**src/rtl/ads1256_sample_streamer.sv**
```systemverilog
// Buffers ADS1256 conversion words in a first-word-fall-through FIFO and emits them
// as sign-extended AXI-Stream beats grouped into fixed-length packets, with drop statistics.
module ads1256_sample_streamer #(
  parameter int DEPTH      = 8,
  parameter int PACKET_LEN = 16
) (
  input  logic                       clock_i,
  input  logic                       reset_L_i,
  input  logic [23:0]                sample_i,
  input  logic                       sample_valid_i,
  input  logic                       stream_en_i,
  input  logic                       clear_i,
  output logic [31:0]                m_axis_tdata_o,
  output logic                       m_axis_tvalid_o,
  input  logic                       m_axis_tready_i,
  output logic                       m_axis_tlast_o,
  output logic [$clog2(DEPTH):0]     level_o,
  output logic                       overflow_o,
  output logic [15:0]                drop_count_o
);

  localparam int AW = $clog2(DEPTH);
  localparam int BW = (PACKET_LEN > 1) ? $clog2(PACKET_LEN) : 1;
  localparam logic [BW-1:0] LAST_BEAT = BW'(PACKET_LEN - 1);

  function automatic logic [31:0] sign_extend(input logic [23:0] value);
    return {{8{value[23]}}, value};
  endfunction

  logic [31:0]   mem_r [DEPTH];
  logic [AW:0]   wr_ptr_r;
  logic [AW:0]   rd_ptr_r;
  logic [BW-1:0] beat_r;
  logic          overflow_r;
  logic [15:0]   drop_count_r;

  logic [AW:0]   level_s;
  logic          empty_s;
  logic          full_s;
  logic          push_req_s;
  logic          push_s;
  logic          drop_s;
  logic          pop_s;
  logic [31:0]   tdata_s;

  // Occupancy and handshake decisions, all judged on start-of-cycle fullness.
  always_comb begin
    level_s    = wr_ptr_r - rd_ptr_r;
    empty_s    = (wr_ptr_r == rd_ptr_r);
    full_s     = (wr_ptr_r[AW] != rd_ptr_r[AW]) && (wr_ptr_r[AW-1:0] == rd_ptr_r[AW-1:0]);
    push_req_s = sample_valid_i && stream_en_i && !clear_i;
    push_s     = push_req_s && !full_s;
    drop_s     = push_req_s && full_s;
    pop_s      = !empty_s && m_axis_tready_i && !clear_i;
  end

  // Head-of-queue data; forced to zero while empty so reset leaves tdata at zero.
  always_comb begin
    tdata_s = 32'd0;
    if (!empty_s) begin
      tdata_s = mem_r[rd_ptr_r[AW-1:0]];
    end else begin
      tdata_s = 32'd0;
    end
  end

  // Sample storage; contents are meaningless outside the pointer window so no reset.
  always_ff @(posedge clock_i) begin
    if (push_s) begin
      mem_r[wr_ptr_r[AW-1:0]] <= sign_extend(sample_i);
    end
  end

  // Pointers and packet beat counter; clear flushes ahead of any handshake.
  always_ff @(posedge clock_i or negedge reset_L_i) begin
    if (!reset_L_i) begin
      wr_ptr_r <= '0;
      rd_ptr_r <= '0;
      beat_r   <= '0;
    end else if (clear_i) begin
      wr_ptr_r <= '0;
      rd_ptr_r <= '0;
      beat_r   <= '0;
    end else begin
      if (push_s) begin
        wr_ptr_r <= wr_ptr_r + (AW+1)'(1);
      end
      if (pop_s) begin
        rd_ptr_r <= rd_ptr_r + (AW+1)'(1);
        if (beat_r == LAST_BEAT) begin
          beat_r <= '0;
        end else begin
          beat_r <= beat_r + BW'(1);
        end
      end
    end
  end

  // Sticky overflow flag and saturating drop counter.
  always_ff @(posedge clock_i or negedge reset_L_i) begin
    if (!reset_L_i) begin
      overflow_r   <= 1'b0;
      drop_count_r <= 16'd0;
    end else if (clear_i) begin
      overflow_r   <= 1'b0;
      drop_count_r <= 16'd0;
    end else if (drop_s) begin
      overflow_r <= 1'b1;
      if (drop_count_r != 16'hFFFF) begin
        drop_count_r <= drop_count_r + 16'd1;
      end
    end
  end

  assign m_axis_tdata_o  = tdata_s;
  assign m_axis_tvalid_o = !empty_s;
  assign m_axis_tlast_o  = !empty_s && (beat_r == LAST_BEAT);
  assign level_o         = level_s;
  assign overflow_o      = overflow_r;
  assign drop_count_o    = drop_count_r;

endmodule

```
**config.mk**
```make
export PLATFORM = sky130hd
export DESIGN_NAME = ads1256_sample_streamer
export DESIGN_NICKNAME = d
export VERILOG_FILES = /design/src/rtl/ads1256_sample_streamer.sv
export SDC_FILE = /design/constraint.sdc
export NUM_CORES = 1
export LEC_CHECK = 0
export CAP_MARGIN = 25
export CORE_ASPECT_RATIO = 0.9
export CORE_MARGIN = 2
export CORE_UTILIZATION = 49
export CTS_BUF_LIST = sky130_fd_sc_hd__clkbuf_8
export DETAILED_ROUTE_END_ITERATION = 7
export GPL_ROUTABILITY_DRIVEN = 1
export PLACE_DENSITY = 0.71
export SYNTH_ARGS = -nofsm -noshare
export SYNTH_HDL_FRONTEND = slang
export SYNTH_SLANG_ARGS = --single-unit
```
**constraint.sdc**
```tcl
create_clock -name clock_i -period 3.86 [get_ports clock_i]
set_input_delay 0.386 -clock clock_i [delete_from_list [all_inputs] [get_ports clock_i]]
set_output_delay 0.386 -clock clock_i [all_outputs]
set_load 0.005 [all_outputs]
```
==> results.md <==
* Status: finished clean
* Ys async rst share at 0.131
* Synth Instances at ~520
* P_leak at about 3.7 nW
* Clk slew on worst S/H paths at 60 ps
* DRC at 0
* Post-synthesis sequential area ratio at 0.721
* Sink Count at ~220
* Met2 GRT Util at 0.302
* Inst Count DP at ~840
* Largest net degree at the start of global routing at 52
* Gp weighted congestion at 0.744
* Netlist cell types at 45
* Most frequent cells in the layout: edfxtp_1, clkdlybuf4s50_1, nand2_1
* Yosys warns at 0
* Max VDD drop at around 0.00037 V
* Total wire length at approximately 18000 µm
* Slew HR at 0.493
* Core area at approximately 0.018 mm²
* Longest Clk Path Bufs at 3
* NumNets Final at between 600 and 700
* Global-route wire length before repair at roughly 29000 µm
* Type of origin of the critical path: register
* Post-synth EDFFs at ~190
* Setup TNS at 0 ps
* # Max-Cap Violations at 0
* Cell Pwr Density at 466 mW/mm²
* CP required at around 3500 ps
* PostCTS Resize Cnt at 0
* Sequential cell area at ~0.0065 mm²
* Synth area leader: edfxtp_1
* Top post-synthesis cells by area: edfxtp_1, mux4_2, dfrtp_1, nand2_1, a21oi_1
* Achievable Freq at between 200 and 300 MHz
* CP max FO at 51
* Final period utilization at 0.871
* Hold buffers post-CTS at 0
* Synth Cell Area at between 0.009 and 0.01 mm²
* Routed len/inst at approximately 20 µm
* I/O Pins at 85
* Worst hold path class: in2async
* CTS root buf: clkbuf_8
* Mapped Avg Cell Area at 17.2 µm²
* Initial DRC Count at about 420
* Die W at approximately 150 µm
* Layout cells sized above 1 at 0.196
* GR Util met3 at 0.0479
* Max Slew Vio Count at 0
* RSZ-0062 raised after global routing: no
* Synth Flop Type: edfxtp_1
* Critical path type: reg2out
* Slew at the pin closest to its max-slew limit at roughly 760 ps
* Final hold viol count at 0
* Full die area at 0.0195 mm²
* Postcts setup bufs at 0
* Vias per Instance at around 5.5
* CTS tree: built
* Drt pass-1 iters at 6
* Fillers at between 1000 and 1500
* Initial antenna violation count at 0
* Top-area cell type share of the netlist area at 0.640
* Setup skew after layout at approximately 24 ps
* GR Layer Usage met1 at 0.272
* Yosys reg bits at roughly 220
* I/O Buffers at 84
* Grt total ovfl at 0
* Syn nets at roughly 560
* Via count at around 5000
* Die Y at 133 µm
* Row cnt at 47
* GRT Total Usage at 0.192
* Initial Util at 0.494
* Crit path DAT at between 2000 and 3000 ps
* Vias in the first global route at 5064
* CP Capture Type: output pin
* Clock Latency Late Sink at 510 ps
* Post-DRT Antenna Nets at 0
* Area of the multi-input gates at 0.00235 mm²
* # setup viols final at 0
* CP startpoint: rd_ptr_r[1]$_DFFE_PN0P_
* Diodes inserted at 0
* Leading cell type in the layout, fill and taps excluded: edfxtp_1
* CTS buffer count at 36
* Detail Placement HPWL at 10900 µm
* Minimum clock period after layout at ~3400 ps
* GRT busiest layer: met2
* Fin cells at just over 900
* Area growth from synthesis to layout at 20.7%
* RR Startpoint: wr_ptr_r[2]$_DFFE_PN0P_
* H-tree level count at 2
[path summary, 6_finish.rpt]
kind	endpoint	slack [ps]	cells past startpoint
setup / recovery	m_axis_tdata_o[27]	500	5
max in group asynchronous	drop_count_o[9]$_DFFE_PN0P_	3230	3
hold reg to reg	overflow_o$_DFFE_PN0P_	540	2
hold / removal	wr_ptr_r[1]$_DFFE_PN0P_	280	2
min in group clock_i	overflow_o$_DFFE_PN0P_	540	2
setup reg to reg	mem_r[3][15]$_DFFE_PP_	1120	6
[state kept, by name, indices dropped and copies added (netlist names)]
| name | flops |
|---|---|
| mem_r | 192 |
| drop_count_o | 16 |
| beat_r | 4 |
| rd_ptr_r | 4 |
| wr_ptr_r | 4 |
| overflow_o | 1 |
[stage by stage]
step | power, mW | setup WS (ps) | hold slack, ps | area [µm²] | utilization
3_5_place_dp | 3.37 | 995 | 537 | 10200 | 0.561
6_report | 5.07 | 498 | 278 | 10900 | 0.597
3_3_place_gp | 3.36 | 1040 | 519 | 10200 | 0.561
2_1_floorplan | 3.06 | 336 | 90.4 | 9020 | -
4_1_cts | 5.13 | 438 | 428 | 10800 | 0.595
5_1_grt | 5.29 | 313 | 277 | 10900 | 0.597
[area by class of cell]
class | count | area share
Inverter | 12 | 0.00414
Sequential cell | 221 | 0.597
Timing Repair Buffer | 107 | 0.0962
Clock inverter | 24 | 0.00828
Multi-Input combinational cell | 260 | 0.216
Tap cell | 245 | 0.0282
Clock buffer | 39 | 0.0494
[worst max-delay path, cell delays in order (launching register included)]
cell and delay [ps]:
dfrtp_2 350, buf_4 600, mux4_2 330, nand2_1 60
a21oi_1 490, clkdlybuf4s50_1 610
[synth_stat cells (all sizes together), types with 3 or more instances]
cell,number
xnor2,12
o21ai,4
edfxtp,192
dfrtp,29
mux4,48
mux2i,5
ha,7
xor2,6
nor4,3
a21oi,33
nor2,32
buf,14
nand2,68
nor3,4
nand4,4
clkbuf,17
nand3,5
inv,11
[power breakdown]
group | switching, mW | internal, mW
combinational | 0.301 | 0.370
sequential | 0.0167 | 2.62
clock | 0.842 | 0.922
total | 1.16 | 3.91
[kinds of logic (layout without fill, tap and decap cells)]
| group | after synthesis | in the layout | synth area share |
|---|---|---|---|
| mux | 54 | 54 | 0.127 |
| simple gates | 130 | 130 | 0.0682 |
| xor+xnor | 18 | 18 | 0.0175 |
| compound gates | 50 | 50 | 0.0324 |
| buf+inv | 43 | 182 | 0.0224 |
| fa+ha+maj | 8 | 8 | 0.0119 |
| flops | 221 | 221 | 0.721 |
[routing by layer]
layer | vias up | wire (µm)
li1 | 2248 | -
met4 | 0 | 333
met1 | 2502 | 7860
met2 | 184 | 8540
met5 | - | 0
met3 | 35 | 1230
Note: power is estimated with default switching activity, not from simulation.
